**src/rtl/divide_pkg.sv**
```systemverilog
`default_nettype none
// ============================================================================
//  Module   : divide_pkg
//  Brief    : Shared definitions for the divider family: default operand
//             width, recombiner state encoding and {quotient, remainder}
//             pack/unpack helpers.
//  Revision : 1.0
// ============================================================================
package divide_pkg;

  // Default operand width for quotient, remainder and divisor
  localparam int unsigned c_default_width = 4;

  // Recombiner control states
  typedef enum logic [1:0] {
    IDLE = 2'd0,
    RUN  = 2'd1,
    DONE = 2'd2
  } state_e;

  // Packs quotient (upper half) and remainder (lower half) like the divider output
  function automatic logic [2*c_default_width-1:0] pack_qr(
    input logic [c_default_width-1:0] q,
    input logic [c_default_width-1:0] r
  );
    return {q, r};
  endfunction

  // Extracts the quotient field from a packed divider result
  function automatic logic [c_default_width-1:0] unpack_q(
    input logic [2*c_default_width-1:0] p
  );
    return p[2*c_default_width-1:c_default_width];
  endfunction

  // Extracts the remainder field from a packed divider result
  function automatic logic [c_default_width-1:0] unpack_r(
    input logic [2*c_default_width-1:0] p
  );
    return p[c_default_width-1:0];
  endfunction

endpackage : divide_pkg
`default_nettype wire

```
**src/rtl/shift_add_unit.sv**
```systemverilog
`default_nettype none
// ============================================================================
//  Module   : shift_add_unit
//  Brief    : Shift-add multiply-accumulate datapath. On load it seeds the
//             accumulator with the remainder; each step conditionally adds
//             the shifted divisor, building quotient*divisor + remainder.
//  Revision : 1.0
// ============================================================================
module shift_add_unit #(
  parameter int WIDTH = 4
) (
  input  logic               clk,
  input  logic               rst_n,
  input  logic               load,
  input  logic               step,
  input  logic [WIDTH-1:0]   quotient,
  input  logic [WIDTH-1:0]   remainder,
  input  logic [WIDTH-1:0]   divisor,
  output logic [2*WIDTH-1:0] acc
);

  logic [2*WIDTH-1:0] r_acc;
  logic [2*WIDTH-1:0] r_mcand;
  logic [WIDTH-1:0]   r_mplier;

  // Load operands on accept, then one conditional add and shift per step
  always_ff @(posedge clk) begin
    if (!rst_n) begin
      r_acc    <= '0;
      r_mcand  <= '0;
      r_mplier <= '0;
    end else if (load) begin
      r_acc    <= {{WIDTH{1'b0}}, remainder};
      r_mcand  <= {{WIDTH{1'b0}}, divisor};
      r_mplier <= quotient;
    end else if (step) begin
      // Full 2*WIDTH-bit sum: the largest result still fits without wrap
      if (r_mplier[0]) begin
        r_acc <= r_acc + r_mcand;
      end
      r_mcand  <= r_mcand << 1;
      r_mplier <= r_mplier >> 1;
    end
  end

  assign acc = r_acc;

endmodule : shift_add_unit
`default_nettype wire

```
**src/rtl/divide_recombine.sv**
```systemverilog
`default_nettype none
// ============================================================================
//  Module   : divide_recombine
//  Brief    : Sequential inverse of the combinational divider. Rebuilds
//             dividend = quotient*divisor + remainder over WIDTH cycles
//             behind a start/done handshake.
//             Optional macro DIVIDE_RECOMBINE_CHECK_EN adds an input
//             consistency flag on `error`; otherwise `error` is tied low.
//  Revision : 1.0
// ============================================================================
module divide_recombine
  import divide_pkg::*;
#(
  parameter int WIDTH = c_default_width
) (
  input  logic               clk,
  input  logic               rst_n,
  input  logic               start,
  input  logic [2*WIDTH-1:0] packed_in,
  input  logic [WIDTH-1:0]   divisor,
  output logic               busy,
  output logic               done,
  output logic [2*WIDTH-1:0] dividend,
  output logic               error
);

  localparam int unsigned        c_cnt_w = $clog2(WIDTH + 1);
  localparam logic [c_cnt_w-1:0] c_last  = c_cnt_w'(WIDTH - 1);

  state_e             r_state;
  logic [c_cnt_w-1:0] r_count;
  logic               r_busy;
  logic               r_done;
  logic [2*WIDTH-1:0] r_dividend;

  logic [WIDTH-1:0]   w_quot;
  logic [WIDTH-1:0]   w_rem;
  logic               w_load;
  logic               w_step;
  logic [2*WIDTH-1:0] w_acc;

  assign w_quot = packed_in[2*WIDTH-1:WIDTH];
  assign w_rem  = packed_in[WIDTH-1:0];

  // Operands are captured only on the accepting edge; start is ignored elsewhere
  assign w_load = (r_state == IDLE) && start;
  assign w_step = (r_state == RUN);

  shift_add_unit #(
    .WIDTH (WIDTH)
  ) u_shift_add (
    .clk       (clk),
    .rst_n     (rst_n),
    .load      (w_load),
    .step      (w_step),
    .quotient  (w_quot),
    .remainder (w_rem),
    .divisor   (divisor),
    .acc       (w_acc)
  );

  // Control FSM: iteration counter, busy/done handshake and result register
  always_ff @(posedge clk) begin
    if (!rst_n) begin
      r_state    <= IDLE;
      r_count    <= '0;
      r_busy     <= 1'b0;
      r_done     <= 1'b0;
      r_dividend <= '0;
    end else begin
      r_done <= 1'b0;
      case (r_state)
        IDLE: begin
          // busy stays up through the done cycle and drops at the following
          // edge unless a new request is accepted right there
          if (start) begin
            r_state <= RUN;
            r_busy  <= 1'b1;
            r_count <= '0;
          end else begin
            r_busy  <= 1'b0;
          end
        end
        RUN: begin
          r_count <= r_count + 1'b1;
          if (r_count == c_last) begin
            r_state <= DONE;
          end
        end
        DONE: begin
          r_dividend <= w_acc;
          r_done     <= 1'b1;
          r_state    <= IDLE;
        end
        default: begin
          r_state <= IDLE;
        end
      endcase
    end
  end

  assign busy     = r_busy;
  assign done     = r_done;
  assign dividend = r_dividend;

`ifdef DIVIDE_RECOMBINE_CHECK_EN
  logic w_err_cond;
  logic r_err_pending;
  logic r_error;

  // Remainder must be below a nonzero divisor; a zero divisor implies an all-zero result
  assign w_err_cond = ((divisor != '0) && (w_rem >= divisor)) ||
                      ((divisor == '0) && (packed_in != '0));

  // Capture the consistency verdict on accept and publish it alongside dividend
  always_ff @(posedge clk) begin
    if (!rst_n) begin
      r_err_pending <= 1'b0;
      r_error       <= 1'b0;
    end else begin
      if (w_load) begin
        r_err_pending <= w_err_cond;
      end
      if (r_state == DONE) begin
        r_error <= r_err_pending;
      end
    end
  end

  assign error = r_error;
`else
  assign error = 1'b0;
`endif

endmodule : divide_recombine
`default_nettype wire

```
**config.mk**
```make
export PLATFORM = sky130hd
export DESIGN_NAME = divide_recombine
export DESIGN_NICKNAME = d
export VERILOG_FILES = /design/src/rtl/divide_pkg.sv /design/src/rtl/shift_add_unit.sv /design/src/rtl/divide_recombine.sv
export SDC_FILE = /design/constraint.sdc
export NUM_CORES = 1
export LEC_CHECK = 0
export CAP_MARGIN = 15
export CORE_UTILIZATION = 35
export CTS_CLUSTER_DIAMETER = 80
export DETAILED_ROUTE_END_ITERATION = 16
export GPL_ROUTABILITY_DRIVEN = 0
export PLACE_DENSITY = 0.63
export SLEW_MARGIN = 5
export SYNTH_ARGS = -nofsm -noshare
export SYNTH_HDL_FRONTEND = slang
export SYNTH_HIERARCHICAL = 1
export SYNTH_SLANG_ARGS = --single-unit
```
**constraint.sdc**
```tcl
create_clock -name clk -period 2.2 [get_ports clk]
set_input_delay 0.55 -clock clk [delete_from_list [all_inputs] [get_ports clk]]
set_output_delay 0.55 -clock clk [all_outputs]
set_load 0.01 [all_outputs]
```
==> metrics.csv, run 1 <==
metric,value,unit
timing.final.max_slew_violations,0,
reg2reg_from,u_shift_add/acc[0]$_SDFFE_PN0P_,
wl_met1,1.78,mm
reg2reg_slack,0.15,ns
layoutNonFillerInstCount,301,
rows,25,
drt-initial-drc-count,69,
grt_pass1_vias,1346,
synth_seq_cells,35,
cp_num_buf_inv,1,
fin_nets,258,
cts_num_sinks,35,
yosysMostFrequentCell,dfxtp_1,
async_flop_share,0,%
finalSetupTns,0,ns
cp_slowest_stage_delay,0.41,ns
portBuffers,24,
synth_commonest_cells,"35 x dfxtp_1, 33 x nand2_1, 13 x o21ai_0",
regArea,701,um2
dp.cells,293,
synth_top_cell_area_share,39.4,%
whs,0.451,ns
wl_per_cell,12.0,um
drt_pass1_iterations,4,
dieArea,5380,um2
final_hold_viol_count,0,
clk_pin_slew_worst_paths,0.07,ns
cp.depth,8,
path_max_fanout,3,
utilization,45.7,%
cp-end-kind,flip-flop,
worst_ep_arrival_time,2.27,ns
p_leak,0.838,nW
crit_family,compound AO/OA/AOI/OAI gates,
timing.fmax,0.488,GHz
clk_path_buf_depth,2,
root_buffer,clkbuf_8,
r2r-end,u_shift_add/acc[6]$_SDFFE_PP0P_,
area_growth,23.6,%
htree_levels,2,
yosysSeqAreaShare,39.4,%
finalWirelength,3.62,mm
status,finished clean,
routed-wl-met3,124,um
drive_gt1_share,7.26,%
slew_headroom,60.6,%
cts_resized,0,
die_w,73.3,um
tightest_slew,0.590,ns
synth_xor_area_share,0,%
worst-setup-path-type,reg -> reg,
dp_hpwl,2.71,mm
crit_end,u_shift_add/acc[6]$_SDFFE_PP0P_,
finalClockSkew,0.00499,ns
power,0.00132,W
grt_usage,15.2,%
crit_required,2.42,ns
clk_latency,0.28,ns
hp-class,reg -> reg,
slowest_stage,a2111o_1,
path_cells,ha_1 -> inv_1 -> fa_1 -> nor2b_1 -> o21a_1 -> o21bai_1 -> a2111o_1 -> nand3_1,
crit_path_start,u_shift_add/acc[0]$_SDFFE_PN0P_,
synth_top_family_by_area,simple AND/OR/NAND/NOR gates,
yosys.area_share.simple,24.2,%
via_count,1457,
synth_compound_area_share,17.1,%
syn-cell-area,1780,um2
hold_buffers,0,
routed.top_layer,met4,
grt_overflow_total,0,
synthFlopType,dfxtp_1,
grt_pass1_wl,6.14,mm
synth_edf_count,0,
syn_inst,205,
rsz0062_at_grt,no,
ios,26,
setup_viol,0,
vias_per_cell,4.84,
postRouteAntennaNets,0,
multi_input_area,997,um2
ir_drop,0.000412,V
diodes,0,
start_kind,flip-flop,
cts_tree,done,
synth.avg_cell_area,8.69,um2
synth_top_area_cell,dfxtp_1,
antenna_found_initial,0,
synth_fa_ha_area_share,7.45,%
drc,0,
core_area,4820,um2
yosysWarnings,6,
cts-buffers-inserted,5,
grt_max_degree,28,
cap_violations,0,
start_util,37.0,%
netlist_top_cells_area,"dfxtp_1 39%, nand2_1 7.0%, mux2i_1 6.7%",
wl_met2,1.67,mm
postCtsSetupBuffers,0,
die_y,73.3,um
fin_crit,2.05,ns
synthMuxAreaShare,6.75,%
p_per_area,601,nW/um2
syn_nets,230,
fin_crit_sh,93.2,%
synth_cell_types,43,
fillers,501,
reg2reg_depth,8,
==> cell type report <==
cell class              instances  share of cell area, %
flip-flops and latches         35                   31.8
multi-input cells             153                   45.3
inverters                       7                   1.19
clock buffers                   8                   4.55
well taps                      67                   3.81
repair buffers                 31                   13.3
==> kinds of logic (layout without fill, tap and decap cells) <==
group,after synthesis,in the layout
adders and majority gates,10,10
other,1,1
muxes,12,12
DFF,35,35
and+or+nand+nor,83,83
AOI/OAI and AO/OA,47,47
buffers and inverters,17,46
==> per-layer routing <==
| metal | track usage, % | vias to the layer above |
|---|---|---|
| met1 | 19.7 | 654 |
| met4 | 6.41 | 0 |
| met5 | 0 | - |
| met2 | 24.3 | 27 |
| met3 | 3.29 | 4 |
| li1 | - | 772 |
==> worst min-delay path: stages, from the launching register on <==
cell and delay (ns):
dfxtp_1 0.31, nand2_1 0.05, a21boi_1 0.05
==> layout by cell type (no fill, tap or decap), types with 3 or more instances in the layout <==
cell type        count
dfxtp_1             35
nand2_1             33
clkdlybuf4s50_1     24
o21ai_0             13
mux2i_1             12
ha_1                 9
a21oi_1              9
nor2b_1              8
a21boi_1             8
and2_1               8
inv_1                7
nor2_1               7
clkbuf_8             7
buf_4                7
nand3_1              6
o21a_1               3
==> registers in the layout, summed over array words and instances (netlist names) <==
name                  flops
dividend                  8
u_shift_add/acc           8
u_shift_add/r_mcand       8
u_shift_add/r_mplier      4
r_count                   3
r_state                   2
busy                      1
done                      1
==> power by group <==
group	switching [W]	internal (W)
clock network	0.000220	0.000286
registers	0.0000173	0.000653
logic	0.0000693	0.0000777
==> metrics by stage <==
stage / instance area, um2 / setup slack, ns
after floorplan: 1780 / 0.411
after global placement: 2100 / 0.145
after detailed placement: 2100 / 0.101
after CTS: 2200 / 0.146
after global routing: 2200 / 0.0109
final: 2200 / 0.150
==> how the worst min path moves through the flow <==
stage	cells after the start	end	from
after floorplan	2	r_count[2]$_SDFFE_PN0P_	r_count[2]$_SDFFE_PN0P_
after global routing	2	dividend[2]$_SDFFE_PN0P_	dividend[2]$_SDFFE_PN0P_
after CTS	2	dividend[6]$_SDFFE_PN0P_	dividend[6]$_SDFFE_PN0P_
after global placement	2	dividend[5]$_SDFFE_PN0P_	dividend[5]$_SDFFE_PN0P_
after detailed placement	2	dividend[6]$_SDFFE_PN0P_	dividend[6]$_SDFFE_PN0P_
final	2	dividend[6]$_SDFFE_PN0P_	dividend[6]$_SDFFE_PN0P_
(Power assumes the default switching activity.)
==> inputs of run 2 (changes only) <==
SETUP_SLACK_MARGIN = 0.2   (was default)
==> run 2 against run 1 <==
Against the previous run: final area rose by 3.6%; first-iteration DRC count rose by 36%; critical path type unchanged; core utilization rose by 1.7 points; cell count rose by 2.3%; clock power barely moved; fmax rose by 7.4%; total power rose by 0.69%; sequential share of layout area fell by 1.0 points; combinational power rose by 5%; flip-flop and latch count did not move; register-to-register slack improved by 0.14 ns.
==> metrics.csv, run 2 (same netlist as run 1, synthesis figures left out) <==
metric,value,unit
cts-buffers-inserted,5,
slowest_stage,ha_1,
timing.final.max_slew_violations,0,
start_util,37.0,%
grt_pass1_wl,6.29,mm
cp_slowest_stage_delay,0.34,ns
via_count,1487,
met2_usage,24.9,%
p_per_area,584,nW/um2
portBuffers,24,
die_w,73.3,um
vias_per_cell,4.83,
crit_required,2.43,ns
cp-end-kind,flip-flop,
cpMostUsedCell,buf_4,
cts_tree,done,
p_int,0.00102,W
swShare,23.4,%
clk_latency,0.28,ns
finalSetupTns,0,ns
dp_hpwl,2.71,mm
drt_pass1_iterations,4,
grt_pass1_vias,1380,
cts_num_sinks,35,
dieArea,5380,um2
drt-initial-drc-count,94,
dp_slack,0.101,ns
core_area,4820,um2
whs,0.451,ns
slew_headroom,60.4,%
layoutNonFillerInstCount,308,
cap_violations,0,
grt_util_met3,3.29,%
grt.met1_usage,20.2,%
cp_num_buf_inv,5,
rsz0062_at_grt,no,
antenna_found_initial,0,
p_leak,0.878,nW
pwr-share-seq,50.4,%
finalClockSkew,0.00562,ns
crit_family,buffers and inverters,
worst_ep_arrival_time,2.13,ns
rows,25,
ios,26,
die_y,73.3,um
diodes,0,
area_growth,28.1,%
path_max_fanout,4,
htree_levels,2,
final_cell_mix,"33 x nand2_1, 33 x dfxtp_1, 24 x clkdlybuf4s50_1",
p_sw,0.000311,W
setup_viol,0,
drive_gt1_share,12.4,%
timing.fmax,0.524,GHz
hold_buffers,0,
design_area,2280,um2
status,finished clean,
grt.busiest_layer,met2,
pwr-share-clk,38.0,%
grt_overflow_total,0,
ir_drop,0.000415,V
dpl_cell_area,2100,um2
reg2reg_depth,9,
cp.depth,9,
setup_slack,0.292,ns
fin_crit_sh,86.7,%
hp-class,reg -> reg,
combPwrFrac,11.5,%
finalWirelength,3.74,mm
clk_pin_slew_worst_paths,0.06,ns
drc,0,
final_hold_viol_count,0,
grt_usage,15.5,%
root_buffer,clkbuf_8,
grt_max_degree,28,
postRouteAntennaNets,0,
dp.cells,293,
tightest_slew,0.593,ns
clk_path_buf_depth,2,
worst-setup-path-type,reg -> reg,
fin_crit,1.91,ns
fin_nets,265,
start_kind,flip-flop,
min_path_cells,2,
wl_per_cell,12.1,um
path_cells,ha_1 -> nor2b_2 -> buf_4 -> buf_4 -> buf_4 -> buf_4 -> buf_4 -> o311ai_2 -> o211a_1,
[run 2: metrics by stage]
stage                     util, %  power (W)
final                        47.4    0.00133
after global routing         47.4    0.00140
after CTS                    46.9    0.00134
after detailed placement     43.6   0.000832
after global placement       43.6   0.000830
after floorplan                 -   0.000774
[run 2: metal layers]
metal,part of all wire (%),up-vias
li1,-,782
met1,49,681
met2,47,22
met3,3.1,2
met4,0.72,0
met5,0,-
[run 2: path summary, 6_finish.rpt]
path | from | to | slack (ns)
worst min register to register | dividend[6]$_SDFFE_PN0P_ | dividend[6]$_SDFFE_PN0P_ | 0.45
worst max register to register | u_shift_add/acc[2]$_SDFFE_PN0P_ | u_shift_add/acc[2]$_SDFFE_PN0P_ | 0.29
worst max-delay path | u_shift_add/acc[2]$_SDFFE_PN0P_ | u_shift_add/acc[2]$_SDFFE_PN0P_ | 0.29
worst min-delay path | dividend[6]$_SDFFE_PN0P_ | dividend[6]$_SDFFE_PN0P_ | 0.45
[run 2: power by group through the flow]
stage / logic [W] / clock network, W / registers (W)
detailed placement: 0.000147 / 0 / 0.000685
finish: 0.000154 / 0.000507 / 0.000672
global route: 0.000170 / 0.000556 / 0.000674
floorplan: 0.0000952 / 0 / 0.000679
global placement: 0.000146 / 0 / 0.000684
CTS: 0.000150 / 0.000524 / 0.000670
[run 2: worst min-delay path, stage by stage (launching register included)]
cell      delay, ns
dfxtp_1        0.31
nand2_1        0.05
a21boi_1       0.05
[run 2: repair_timing]
item	CTS	global route
buffers inserted	7	0
pin swaps	2	1
resized for setup	3	5
endpoints found under the setup margin	1	3
[run 2: area by class of cell]
class	instances	area, um2
fillers	490	2540
flip-flops and latches	35	703
inverters	7	26.3
repair buffers	38	345
well taps	67	83.8
clock buffers	8	100
multi-input cells	153	1020
==> inputs of run 3 (changes only) <==
SETUP_SLACK_MARGIN = default   (was 0.2)
TNS_END_PERCENT = 100   (was default)
==> results of run 3 <==
Final layout, timing and power as in run 1 (identical DEF).
